<file path="src/rtl/riscv_core_reg_scoreboard.sv">
// riscv_core_reg_scoreboard
//   Issue-stage register scoreboard for a dual-issue in-order pipeline.
//   It tracks in-flight writes to the 32-entry register file, which has two
//   write ports. Each cycle it grants or stalls the older (slot 0) and
//   younger (slot 1) instruction of the issue pair. The checks cover RAW
//   hazards, WAW hazards and dependencies inside the pair.
//
// Ports
//   clk, reset                 clock; asynchronous active-high reset
//   iss_val_0/1                slot holds a valid instruction
//   rs1_0/1, rs2_0/1           source register addresses
//   rs1_en_0/1, rs2_en_0/1     source is actually read
//   rd_0/1, rd_wen_0/1         destination address and write enable
//   lat_0/1                    extra cycles until the result can be bypassed
//   pipe_stall                 downstream stall; freezes issue and counters
//   wb_en_0/1, wb_addr_0/1     register-file write ports (clear busy)
//   go_0/1                     slot issues this cycle (combinational)
//   sb_busy                    registered busy vector; bit 0 is always 0
module riscv_core_reg_scoreboard (
  input  logic        clk,
  input  logic        reset,
  input  logic        iss_val_0,
  input  logic [4:0]  rs1_0,
  input  logic [4:0]  rs2_0,
  input  logic        rs1_en_0,
  input  logic        rs2_en_0,
  input  logic [4:0]  rd_0,
  input  logic        rd_wen_0,
  input  logic [1:0]  lat_0,
  input  logic        iss_val_1,
  input  logic [4:0]  rs1_1,
  input  logic [4:0]  rs2_1,
  input  logic        rs1_en_1,
  input  logic        rs2_en_1,
  input  logic [4:0]  rd_1,
  input  logic        rd_wen_1,
  input  logic [1:0]  lat_1,
  input  logic        pipe_stall,
  input  logic        wb_en_0,
  input  logic [4:0]  wb_addr_0,
  input  logic        wb_en_1,
  input  logic [4:0]  wb_addr_1,
  output logic        go_0,
  output logic        go_1,
  output logic [31:0] sb_busy
);

  // busy[0] and cnt[0] are only ever reset. That keeps x0 permanently
  // free without a special case on the read side.
  logic [31:0] busy;
  logic [1:0]  cnt [32];

  logic raw_rs1_0, raw_rs2_0, waw_0;
  logic raw_rs1_1, raw_rs2_1, waw_1;
  logic intra;
  logic set_0, set_1;

  // A busy source with cnt == 0 is bypassable, so it does not stall.
  assign raw_rs1_0 = rs1_en_0 && (rs1_0 != '0) && busy[rs1_0] && (cnt[rs1_0] != '0);
  assign raw_rs2_0 = rs2_en_0 && (rs2_0 != '0) && busy[rs2_0] && (cnt[rs2_0] != '0);
  assign waw_0     = rd_wen_0 && (rd_0 != '0) && busy[rd_0];
  assign raw_rs1_1 = rs1_en_1 && (rs1_1 != '0) && busy[rs1_1] && (cnt[rs1_1] != '0);
  assign raw_rs2_1 = rs2_en_1 && (rs2_1 != '0) && busy[rs2_1] && (cnt[rs2_1] != '0);
  assign waw_1     = rd_wen_1 && (rd_1 != '0) && busy[rd_1];

  assign intra = rd_wen_0 && (rd_0 != '0) &&
                 ((rs1_en_1 && (rs1_1 == rd_0)) ||
                  (rs2_en_1 && (rs2_1 == rd_0)) ||
                  (rd_wen_1 && (rd_1 == rd_0)));

  // Slot 1 depends on go_0, so issue always stays in program order.
  assign go_0 = iss_val_0 && !pipe_stall && !raw_rs1_0 && !raw_rs2_0 && !waw_0;
  assign go_1 = iss_val_1 && go_0 && !raw_rs1_1 && !raw_rs2_1 && !waw_1 && !intra;

  assign set_0 = go_0 && rd_wen_0 && (rd_0 != '0);
  assign set_1 = go_1 && rd_wen_1 && (rd_1 != '0);

  assign sb_busy = busy;

  // Within one entry, later non-blocking assignments win. The issue set
  // therefore overrides a same-cycle writeback clear or decrement. The two
  // slots never set the same rd, because the intra-pair check blocks that.
  always_ff @(posedge clk or posedge reset) begin
    if (reset) begin
      busy <= '0;
      for (int unsigned r = 0; r < 32; r++) begin
        cnt[r] <= '0;
      end
    end else begin
      for (int unsigned r = 1; r < 32; r++) begin
        if ((wb_en_0 && (wb_addr_0 == r[4:0])) || (wb_en_1 && (wb_addr_1 == r[4:0]))) begin
          busy[r] <= 1'b0;
          cnt[r]  <= '0;
        end else if (!pipe_stall && busy[r] && (cnt[r] != '0)) begin
          cnt[r] <= cnt[r] - 2'd1;
        end
        if (set_0 && (rd_0 == r[4:0])) begin
          busy[r] <= 1'b1;
          cnt[r]  <= lat_0;
        end
        if (set_1 && (rd_1 == r[4:0])) begin
          busy[r] <= 1'b1;
          cnt[r]  <= lat_1;
        end
      end
    end
  end

endmodule

</file>
<file path="config.mk">
export PLATFORM = sky130hd
export DESIGN_NAME = riscv_core_reg_scoreboard
export DESIGN_NICKNAME = d
export VERILOG_FILES = /design/src/rtl/riscv_core_reg_scoreboard.sv
export SDC_FILE = /design/constraint.sdc
export NUM_CORES = 1
export LEC_CHECK = 0
export CELL_PAD_IN_SITES_DETAIL_PLACEMENT = 0
export CELL_PAD_IN_SITES_GLOBAL_PLACEMENT = 1
export CORE_ASPECT_RATIO = 0.6
export CORE_UTILIZATION = 45
export DETAILED_ROUTE_END_ITERATION = 8
export DONT_BUFFER_PORTS = 1
export HOLD_SLACK_MARGIN = 0.05
export PLACE_DENSITY_LB_ADDON = 0.3
export SYNTH_ARGS = -nofsm -noshare
export SYNTH_HDL_FRONTEND = slang
export SYNTH_SLANG_ARGS = --single-unit
</file>
<file path="constraint.sdc">
create_clock -name clk -period 3.8 [get_ports clk]
set_clock_uncertainty 0.15 [all_clocks]
set_input_delay 0.95 -clock clk [delete_from_list [all_inputs] [get_ports clk]]
set_output_delay 0.95 -clock clk [all_outputs]
set_load 0.02 [all_outputs]
</file>
* Yosys cells after proc, flatten, opt, wreduce, memory -nomap -nowiden *
Cells that the tools add are included.

storage, ports and cells
  flip-flop bits (word level) = 93
  input port bits = 57
  output and inout port bits = 34
  word-level logic and storage cells = 838

operators by class
  add/subtract/negate cells = 31
  magnitude comparators = 10
  eq/ne operators = 127
  muxes and demuxes = 241
  bitwise operators = 4
  reductions and logical operators = 363

operator list
  cell                                                                          number
  5-bit == test, second input constant                                          64
  2-bit 2-to-1 mux                                                              132
  1-bit logical AND                                                             219
  5-bit by 4-bit == test with 1-bit output, second input constant               32
  4-bit nonzero test                                                            31
  1-bit 2-to-1 mux                                                              99
  3-bit nonzero test                                                            31
  5-bit by 3-bit == test with 1-bit output, second input constant               16
  2-bit nonzero test                                                            35
  2-bit by 1-bit subtractor with 2-bit output, second input constant            31
  2-bit binary-select mux with 5-bit select                                     4
  5-bit by 2-bit == test with 1-bit output, second input constant               8
  5-bit by 6-bit less-than comparator with 1-bit output, second input constant  6
  1-bit logical OR                                                              33
  1-bit binary-select mux with 5-bit select                                     6
  5-bit nonzero test                                                            6
  6-bit greater-or-equal comparator, second input constant                      4
  5-bit inverter with 6-bit output                                              4
  5-bit by 1-bit == test with 1-bit output, second input constant               4
  5-bit == test                                                                 3
  1-bit zero test                                                               8

* Depth between registers and ports, before layout *
Gate-level depths: netlist of run 1.

  depth in word-level cells = 19
  depth in mapped cells = 15

* Worst setup path before layout of run 1 *
No wires, ideal clock.

  path type = input to output
  from = in rd_0[0]
  to = out go_1
  arrival time = 3080 ps
  required time = 2700 ps
  slack = -380 ps
  stages = 12
  buffers on the path = 3
  path through = buf_2 > mux4_2 > a22oi_1 > nand2_1 > a21oi_1 > o32ai_1 > or2_1 > buf_6 > inv_2 > nand2_2 > inv_2 > buf_2

between the ends
  cells in the longest elaborated chain, start to end = 10
  elaborated cells between the ends (all ways) = 22
  classes of those cells = eq/ne: 3; mux: 2; reduce/logical: 17

RTL lines
  what                                                                             RTL line  text
  start: declaration                                                               27        input logic [4:0] rd_0,
  1-bit binary-select mux with 5-bit select or 5-bit nonzero test (tied branches)  61        assign waw_0 = rd_wen_0 && (rd_0 != '0) && busy[rd_0];
  1-bit 2-to-1 mux (not written as such) or 1-bit logical AND (tied branches)      61
  1-bit logical AND (*)                                                            61
  1-bit zero test (*)                                                              72        assign go_0 = iss_val_0 && !pipe_stall && !raw_rs1_0 && !raw_rs2_0 && !waw_0;
  1-bit logical AND (*)                                                            72
  net go_0                                                                         43        output logic go_0,
  1-bit logical AND (*) (5 in series)                                              73        assign go_1 = iss_val_1 && go_0 && !raw_rs1_1 && !raw_rs2_1 && !waw_1 && !intra;
  end: declaration                                                                 44        output logic go_1,

The timed path passes the listed nets; every way through them passes the cells marked *. The select of a mux whose other input is x is not followed.

* Final worst setup path of run 1 *
  from = in rd_1[1]
  to = out go_1

between the ends
  cells in the longest elaborated chain, start to end = 6
  elaborated cells between the ends (all ways) = 13
  classes of those cells = eq/ne: 1; mux: 2; reduce/logical: 10

RTL lines
  what                                                                     RTL line  text
  start: declaration                                                       35        input logic [4:0] rd_1,
  1-bit binary-select mux with 5-bit select, or another cell as far along  64        assign waw_1 = rd_wen_1 && (rd_1 != '0) && busy[rd_1];
  1-bit 2-to-1 mux (not written as such), or another cell as far along     64
  1-bit logical AND or 1-bit logical OR (tied branches)                    64, 68
  1-bit zero test or 1-bit logical AND (tied branches)                     73, 66
  1-bit logical AND or 1-bit zero test (tied branches)                     73
  1-bit logical AND (*)                                                    73

Every way passes the cells marked *; elsewhere a longest branch is shown, timed or not. The select of a mux whose other input is x is not followed.

==> impl_metrics.csv, run 1 <==
group,metric,value,unit
layout,final_util,0.5245,
timing,tightest_slew,0.9357,ns
grt,grt-ovfl-total,0,
drt,totalWireLength,41180,um
floorplan,start_util,0.4666,
clocking,cts_buffers,9,
worst_setup_path,cp.depth,8,
floorplan,rows,40,
timing,post-route-period-util,0.9885,
clocking,ctsRootBufferMaster,"clkbuf_16",
layout,drive_above_1_share,0.1498,
status,status,"finished clean",
timing,fin_hold_ws,0.3588,ns
worst_setup_path,endpoint_kind,"primary output",
worst_setup_path,cp-start-kind,"input pin",
layout,syn_to_final_growth,12.40,%
yosys,synth_cell_types,79,
placed_design,dpl_cell_area,10300,um^2
drt,vias_per_cell,6.877,
worst_setup_path,path_cells,"mux2_2 -> a221oi_1 -> nor3_1 -> a211o_1 -> nand4_1 -> and4bb_4 -> nand2_4 -> inv_4",
clocking,clk_pin_slew,0.06,ns
clocking,htree_levels,3,
run,max_cap_violations,0,
worst_setup_path,required,2.70,ns
grt,gr-usage-all-layers,0.3848,
timing,rsz0062_at_grt,"false",
pwr,power.density,523.1,nW/um^2
drt,drt_pass1_iterations,6,
worst_setup_path,r2r_slack,0.41,ns
layout,fin_area,10680,um^2
timing,finalHoldViolCount,0,
worst_setup_path,startpoint,"rd_1[1]",
worst_setup_path,r2r-start,"cnt[35]",
drt,via_count,10140,
clocking,cts_tree,"yes",
yosys,yosys_register_bits,93,
worst_setup_path,cpMaxStageDelayCell,"a221oi_1",
timing,setup_viol,0,
layout,final_nets,1285,
timing,clock.fmax,266.2,MHz
floorplan,die_h,114.6,um
pwr,p_leak,4.370,nW
drt,drc,0,
drt,wl_per_cell,27.92,um
worst_hold_path,min_path_type,"input pin to async pin",
yosys,syn_nets,1249,
grt,grt_pass1_vias,9003,
worst_setup_path,cp_data_arrival_time,2.66,ns
timing,tns,0,ns
yosys,synth-main-ff-cell,"dfrtp_1",
pwr,p_total,5.589,mW
floorplan,pin_count,91,
floorplan,fp.dieArea,21730,um^2
placed_design,gp_congestion,1.003,
worst_setup_path,r2r_end,"cnt[19]",
layout,multi_input_area,6515,um^2
timing,min_period,3.756,ns
timing,slew_headroom,0.3714,
drt,drt_iter0_drc,1713,
worst_setup_path,crit_type,"input pin to primary output",
yosys,yosys_warnings,3,
yosys,yosysSeqAreaShare,0.2448,
grt,grt_max_degree,42,
placed_design,portBuffers,0,
clocking,postCtsHoldBufs,0,
placed_design,dp_hpwl,32190,um
worst_setup_path,setup.worst_path.end,"go_1",
worst_setup_path,crit_family,"compound AO/OA/AOI/OAI gates",
worst_setup_path,crit_buf_inv,1,
clocking,cts_buffer_depth,2,
yosys,async_flop_share,1.000,
clocking,clk_latency,0.37,ns
clocking,clock_sinks,93,
drt,ant_nets,0,
layout,register_area,2331,um^2
grt,grt_pass1_wl,60200,um
worst_setup_path,worst_r2r_path_depth,11,
yosys,synthCells,1161,
pwr,peakVddDrop,0.2989,mV
layout,n_antenna_cell,0,
worst_setup_path,crit_path_max_incr_delay,0.40,ns
yosys,syn_area,9505,um^2
timing,slew_viol_final,0,
floorplan,chipWidth,189.6,um
worst_setup_path,path_max_fanout,17,
layout,final_cell_mix,"nor2_1 (94), inv_1 (94), buf_4 (92)",
yosys,synth_area_per_cell,8.187,um^2
yosys,synth_edf_count,0,
layout,fill_cells,1965,
floorplan,coreArea,20370,um^2
grt,antenna_found_initial,1,
## per-stage QoR
stage / std cells / worst slack, ns
global route: 1475 / 0.01067
global placement: 1459 / 0.01294
floorplan: 1161 / -0.2043
CTS: 1475 / 0.01818
finish: 1475 / 0.04364
detailed placement: 1459 / 0.01066
## sequential cells by signal (all words and copies together), names as in the netlist
register,cells
cnt,62
sb_busy,31
## routing by layer
metal / track usage / vias to the layer above / wire length (um)
met5: 0 / - / 0
met4: 0.1285 / 0 / 1442
met3: 0.1894 / 95 / 7080
met2: 0.4742 / 778 / 15050
met1: 0.5617 / 4825 / 17610
li1: - / 4446 / -
## what timing repair did
| item | CTS | global route |
|---|---|---|
| pin swaps | 0 | 3 |
| gates resized for setup | 10 | 12 |
| setup buffers | 0 | 0 |
| endpoints found under the setup margin | 2 | 1 |
| endpoints found under the hold margin | 0 | 0 |
## cell usage after synthesis, types with 12 or more instances
master / n / area, um^2
inv_1: 95 / 356.6
nor2_1: 95 / 356.6
dfrtp_1: 93 / 2327
nand2_1: 80 / 300.3
mux2i_1: 67 / 670.6
o21ai_0: 49 / 245.2
nand3_1: 48 / 240.2
nor3_1: 47 / 235.2
a21oi_1: 36 / 180.2
clkbuf_1: 36 / 135.1
o22ai_1: 35 / 219.0
o211ai_1: 34 / 255.2
ha_1: 31 / 387.9
mux4_2: 31 / 698.2
a22oi_1: 27 / 202.7
a31oi_1: 27 / 168.9
nor3b_1: 26 / 195.2
buf_2: 24 / 120.1
nand2b_1: 21 / 131.4
nor2b_1: 21 / 131.4
nand4_1: 17 / 106.4
xnor2_1: 17 / 148.9
a211oi_1: 14 / 105.1
a32oi_1: 13 / 113.9
xor2_1: 12 / 105.1
## kinds of logic (layout without fill, tap and decap cells)
family | Yosys count | count (layout) | synth area share
xor+xnor | 29 | 29 | 0.02672
simple gates | 420 | 420 | 0.2319
buf+inv | 170 | 211 | 0.07542
mux | 104 | 104 | 0.1511
fa+ha+maj | 31 | 31 | 0.04081
flops | 93 | 93 | 0.2448
compound gates | 313 | 313 | 0.2288
other cells | 1 | 1 | 0.0003945
## worst min-delay path by stage
stage	depth (start not counted)	from	slack (ns)	to
after global routing	1	reset	0.40	cnt[42]
after global placement	2	sb_busy[21]	0.39	sb_busy[21]
after floorplan	1	cnt[53]	0.36	cnt[53]
after CTS	1	reset	0.38	cnt[42]
final	1	reset	0.36	cnt[42]
after detailed placement	1	cnt[55]	0.40	cnt[55]
## area by class of cell
class                           count  share of cell area
Clock buffer                       12             0.02307
Clock inverter                      4            0.008900
Inverter                           99             0.03595
Tap cell                          273             0.03197
Timing Repair Buffer               96             0.07214
Multi-Input combinational cell    898              0.6098
Sequential cell                    93              0.2182
## power breakdown
group | leakage [nW] | internal [mW] | switching, mW
Clock | 0.167 | 0.661 | 0.438
Sequential | 1.17 | 1.37 | 0.502
Combinational | 3.03 | 1.20 | 1.42
Total | 4.37 | 3.23 | 2.36
No activity file was read; power rests on OpenSTA's default activity.
==> run 2: changes to the inputs <==
--- a/config.mk
+++ b/config.mk
@@ -12,7 +12,7 @@
 export DETAILED_ROUTE_END_ITERATION = 8
 export DONT_BUFFER_PORTS = 1
 export HOLD_SLACK_MARGIN = 0.05
-export PLACE_DENSITY_LB_ADDON = 0.3
+export PLACE_DENSITY_LB_ADDON = 0.08
 export SYNTH_ARGS = -nofsm -noshare
 export SYNTH_HDL_FRONTEND = slang
 export SYNTH_SLANG_ARGS = --single-unit
==> run 2 against run 1 <==
  * Sequential share of layout area decreased by 0.20 points
  * Final area increased by 0.99%
  * Die area unchanged
  * Register-to-register slack improved by 0.02 ns
  * Non-clock buffer count increased by 20
  * Global-route usage increased by 1.2 points
  * Via count increased by 1.9%
  * Maximum frequency increased by 0.43%
  * Power about the same
  * Critical path type is now flop to primary output
  * Critical endpoint unchanged
==> impl_metrics.csv, run 2 (synthesized netlist as in run 1, its figures left out) <==
group,metric,value,unit
drt,wl_met1,18730,um
placed_design,placedCellCount,1478,
floorplan,chipWidth,189.6,um
worst_setup_path,r2r_slack,0.43,ns
placed_design,dp_hpwl,32910,um
pwr,p_total,5.588,mW
worst_setup_path,crit_type,"flop to primary output",
grt,grt_max_degree,59,
clocking,htree_levels,3,
pwr,pwr-share-clk,0.166,
timing,tightest_slew,0.8966,ns
worst_setup_path,r2r-start,"cnt[34]",
timing,tns,0,ns
drt,drt_pass1_iterations,6,
run,max_cap_violations,0,
placed_design,place_ws,-0.008344,ns
worst_setup_path,worst_r2r_path_depth,12,
pwr,power.switching,2.444,mW
clocking,cts_buffers,9,
clocking,clock_sinks,93,
timing,setup_viol,0,
layout,multi_input_area,6534,um^2
timing,post-route-period-util,0.9843,
floorplan,coreArea,20370,um^2
worst_setup_path,cpMaxStageDelayCell,"mux4_2",
pwr,p_comb_frac,0.511,
grt,gr-usage-all-layers,0.3964,
placed_design,portBuffers,0,
drt,totalWireLength,42550,um
drt,vias_per_cell,6.918,
worst_setup_path,path_max_fanout,5,
floorplan,start_util,0.4666,
worst_setup_path,r2r_end,"cnt[14]",
timing,min_period,3.740,ns
clocking,cts_buffer_depth,2,
pwr,peakVddDrop,0.3008,mV
grt,grt_pass1_wl,62270,um
status,status,"finished clean",
drt,via_count,10340,
drt,dr.max_layer_used,"met5",
clocking,clk_latency,0.38,ns
layout,fill_cells,1938,
clocking,ctsRootBufferMaster,"clkbuf_16",
worst_setup_path,cp-start-kind,"flop",
worst_setup_path,crit_path_max_incr_delay,0.50,ns
floorplan,die_h,114.6,um
placed_design,gp_congestion,0.9923,
pwr,p_seq_frac,0.324,
layout,largest_register_ffs,62,
layout,syn_to_final_growth,13.52,%
layout,final_common_cell,"buf_4",
pwr,power.density,517.9,nW/um^2
grt,grt_pass1_vias,9294,
drt,drc,0,
worst_hold_path,min_path_type,"input pin to async pin",
drt,ant_nets,0,
layout,n_antenna_cell,0,
worst_setup_path,path_cells,"o21ai_0 -> buf_4 -> mux4_2 -> o31ai_1 -> a211o_1 -> o211a_1 -> and4bb_4 -> nand2_2 -> inv_4",
clocking,clk_pin_slew,0.08,ns
timing,rsz0062_at_grt,"false",
layout,largest_register,"cnt",
pwr,cell_internal_pwr,3.144,mW
pwr,p_leak,4.439,nW
layout,final_nets,1305,
timing,slew_viol_final,0,
drt,route.met2.wl,15990,um
timing,clock.fmax,267.4,MHz
layout,stdcell_count,1494,
worst_setup_path,endpoint_kind,"primary output",
clocking,cts_tree,"yes",
timing,slew_headroom,0.4000,
pwr,swShare,0.4374,
floorplan,rows,40,
floorplan,fp.dieArea,21730,um^2
drt,wl_per_cell,28.48,um
timing,finalHoldViolCount,0,
drt,drt_iter0_drc,1540,
grt,grt-ovfl-total,0,
drt,dr_wl_met3,6709,um
layout,drive_above_1_share,0.1687,
timing,fin_hold_ws,0.3337,ns
layout,final_cell_mix,"buf_4 (112), nor2_1 (95), inv_1 (94)",
layout,register_area,2332,um^2
worst_setup_path,required,2.70,ns
grt,antenna_found_initial,1,
floorplan,pin_count,91,
worst_setup_path,cp_data_arrival_time,2.64,ns
timing,fin_ws,0.05964,ns
## run 2: cell count changes in the layout (fill, tap and decap cells not counted), sizes merged
cell,delta
bufinv,-3
buf,+20
clkinv,+1
clkinvlp,+1
## run 2: what timing repair did
action / in CTS / in global routing
hold buffers: 0 / 0
gates resized for setup: 15 / 18
endpoints found under the setup margin: 2 / 2
buffers inserted: 0 / 1
## run 2: cell type report
cell class              count  share of cell area
multi-input cells         898              0.6055
repair buffers            116             0.08534
inverters                  99             0.03560
flip-flops and latches     93              0.2161
well taps                 273             0.03166
clock inverters             3            0.001971
clock buffers              12             0.02377
## run 2: per-layer routing
metal,vias up,GRT usage
li1,4498,-
met1,4998,0.5772
met2,764,0.5096
met3,73,0.1765
met4,2,0.1204
met5,-,0
## run 2: worst max-delay path: cells and delay by family, from the launching register on
| kind | cells | cell delay [ns] |
|---|---|---|
| AO/OA/AOI/OAI | 4 | 0.73 |
| flip-flops | 1 | 0.44 |
| multiplexers | 1 | 0.50 |
| AND/OR/NAND/NOR | 2 | 0.35 |
| buffers and inverters | 2 | 0.25 |
## run 2: per-stage QoR
stage                     cell area [um^2]    util
after floorplan                       9529       -
after global placement               10440  0.5123
after detailed placement             10440  0.5123
after CTS                            10720  0.5264
after global routing                 10790  0.5297
final                                10790  0.5297
## run 2: how the worst max path moves through the flow
stage                            from    to  slack, ns  cells after the start
after floorplan              rs1_0[0]  go_1      -0.20                     13
after global placement        rd_0[0]  go_1       0.04                      9
after detailed placement     rs1_0[0]  go_1     -0.008                      9
after CTS                 sb_busy[14]  go_1      0.001                      9
after global routing      sb_busy[16]  go_1      0.005                      9
final                     sb_busy[16]  go_1       0.06                      9
## run 2: power by group through the flow
stage	sequential (mW)	clock [mW]	combinational, mW
floorplan	1.80	0	1.68
global placement	1.79	0	2.72
detailed placement	1.78	0	2.75
CTS	1.77	0.935	2.76
global route	1.85	0.969	3.12
finish	1.81	0.926	2.85
==> run 3: changes to the inputs <==
==> constraint.sdc (replaced) <==
create_clock -name clk -period 4.6 [get_ports clk]
set_clock_uncertainty 0.15 [all_clocks]
set_input_delay 1.15 -clock clk [delete_from_list [all_inputs] [get_ports clk]]
set_output_delay 1.15 -clock clk [all_outputs]
set_load 0.02 [all_outputs]
==> run 3 against run 2 <==
  * Setup slack improved by 0.088 ns
  * Sequential share of layout area increased by 1.2 points
  * Clock power decreased by 20%
  * Critical endpoint unchanged
  * Highest routed layer is now met4
==> impl_metrics.csv, run 3 (synthesized netlist as in run 1, its figures left out) <==
group,metric,value,unit
status,status,"finished clean",
placed_design,portBuffers,0,
worst_setup_path,r2r_slack,0.57,ns
layout,largest_register,"cnt",
floorplan,rows,40,
worst_setup_path,startpoint,"cnt[16]",
layout,fill_cells,1992,
worst_hold_path,hp-start,"cnt[47]",
worst_setup_path,cp.depth,8,
worst_setup_path,endpoint_kind,"primary output",
worst_setup_path,cpMaxStageDelayCell,"o21ai_0",
placed_design,placedCellCount,1418,
grt,grt_pass1_wl,60900,um
pwr,p_total,4.305,mW
grt,grt_pass1_vias,8964,
worst_setup_path,crit_buf_inv,1,
layout,n_antenna_cell,0,
clocking,cts_buffer_depth,2,
floorplan,pin_count,91,
drt,wl_per_cell,28.78,um
drt,drt_iter0_drc,1248,
floorplan,die_h,114.6,um
clocking,clk_pin_slew,0.07,ns
floorplan,fp.dieArea,21730,um^2
timing,clock.fmax,224.6,MHz
layout,stdcell_count,1432,
pwr,cell_internal_pwr,2.396,mW
pwr,peakVddDrop,0.2946,mV
worst_setup_path,crit_type,"flop to primary output",
timing,rsz0062_at_grt,"false",
clocking,cts_buffers,9,
clocking,ctsRootBufferMaster,"clkbuf_16",
timing,finalHoldViolCount,0,
grt,antenna_found_initial,1,
timing,min_period,4.452,ns
worst_hold_path,min_path_type,"flop to flop",
worst_setup_path,required,3.30,ns
drt,vias_per_cell,6.932,
worst_setup_path,path_cells,"o21ai_0 -> mux4_2 -> nor3b_1 -> a211o_1 -> o211a_1 -> and4bb_2 -> nand2_2 -> inv_2",
clocking,clk_latency,0.38,ns
timing,slew_viol_final,0,
pwr,power.switching,1.909,mW
worst_setup_path,setup.worst_path.end,"go_1",
pwr,pwr-share-clk,0.172,
layout,final_cell_mix,"nor2_1 (95), inv_1 (94), dfrtp_1 (93)",
layout,drive_above_1_share,0.1113,
layout,register_area,2327,um^2
timing,post-route-period-util,0.9679,
layout,final_common_cell,"nor2_1",
clocking,htree_levels,3,
timing,setup_viol,0,
placed_design,dp_hpwl,31830,um
pwr,p_leak,4.111,nW
worst_setup_path,cp_data_arrival_time,3.15,ns
pwr,p_seq_frac,0.369,
clocking,cts_setup_buffers,0,
clocking,cts_tree,"yes",
drt,ant_nets,0,
placed_design,gp_congestion,0.9900,
worst_setup_path,cp-start-kind,"flop",
floorplan,start_util,0.4666,
worst_setup_path,worst_r2r_path_depth,12,
drt,totalWireLength,41210,um
pwr,power.density,421.6,nW/um^2
grt,gr-usage-all-layers,0.3881,
grt,grt_max_degree,48,
drt,drt_pass1_iterations,6,
timing,fin_hold_ws,0.4596,ns
worst_setup_path,r2r-start,"cnt[52]",
clocking,clock_sinks,93,
timing,tightest_slew,1.020,ns
worst_setup_path,crit_family,"compound AO/OA/AOI/OAI gates",
timing,tns,0,ns
pwr,swShare,0.4435,
timing,slew_headroom,0.3127,
worst_setup_path,r2r_end,"cnt[19]",
grt,grt-ovfl-total,0,
drt,via_count,9926,
pwr,p_comb_frac,0.459,
floorplan,chipWidth,189.6,um
worst_setup_path,crit_path_max_incr_delay,0.82,ns
drt,drc,0,
floorplan,coreArea,20370,um^2
layout,final_nets,1244,
layout,final_util,0.5012,
run,max_cap_violations,0,
layout,multi_input_area,6476,um^2
layout,syn_to_final_growth,7.411,%
worst_setup_path,path_max_fanout,4,
layout,largest_register_ffs,62,
run 3: changes by cell type in the layout (fill, tap and decap cells not counted), moves of 2 or more:
cell / before / now
buf_4: 112 / 54
o21ai_0: 33 / 48
o21ai_1: 12 / 3
o21ai_2: 6 / 0
dfrtp_1: 89 / 93
dfrtp_2: 4 / 0
buf_12: 4 / 1
inv_2: 0 / 2
run 3: power groups by stage:
stage / Sequential, mW / Combinational, mW / Clock (mW)
after global placement: 1.60 / 1.90 / 0
final: 1.59 / 1.98 / 0.739
after CTS: 1.57 / 1.94 / 0.748
after floorplan: 1.49 / 1.38 / 0
after global routing: 1.63 / 2.19 / 0.780
after detailed placement: 1.59 / 1.93 / 0
run 3: tightest hold or removal path, stage by stage (launching register included):
cell,delay [ns]
dfrtp_1,0.38
inv_1,0.08
o211ai_1,0.10
run 3: worst min path at each step:
stage	end	slack (ns)	cells past startpoint
final	cnt[47]	0.46	2
after global placement	cnt[11]	0.45	2
after floorplan	cnt[53]	0.36	1
after CTS	cnt[47]	0.46	2
after detailed placement	cnt[47]	0.44	2
after global routing	cnt[47]	0.50	2
run 3: area by class of cell:
class                   count  area share
clock buffers              10     0.02341
clock inverters             4    0.002574
inverters                  99     0.03664
multi-input cells         898      0.6343
flip-flops and latches     93      0.2279
well taps                 273     0.03346
repair buffers             55     0.04167
run 3: stage by stage:
stage	setup WS (ns)	instance area, um^2
5_1_grt	0.08689	10210
6_report	0.1479	10210
2_1_floorplan	0.01997	9505
3_3_place_gp	0.2885	9945
3_5_place_dp	0.3047	9945
4_1_cts	0.1103	10210
run 3: repair_timing:
action / CTS / global route
resized for setup: 0 / 1
endpoints found under the setup margin: 0 / 1
hold buffers: 0 / 0
run 3: layer usage:
| metal | routed length (um) | share of wire | vias up | global-route usage |
|---|---|---|---|---|
| li1 | - | - | 4373 | - |
| met1 | 18430 | 0.45 | 4795 | 0.5871 |
| met2 | 15450 | 0.37 | 696 | 0.4872 |
| met3 | 6333 | 0.15 | 62 | 0.1520 |
| met4 | 999 | 0.024 | 0 | 0.1167 |
| met5 | 0 | 0 | - | 0.006787 |
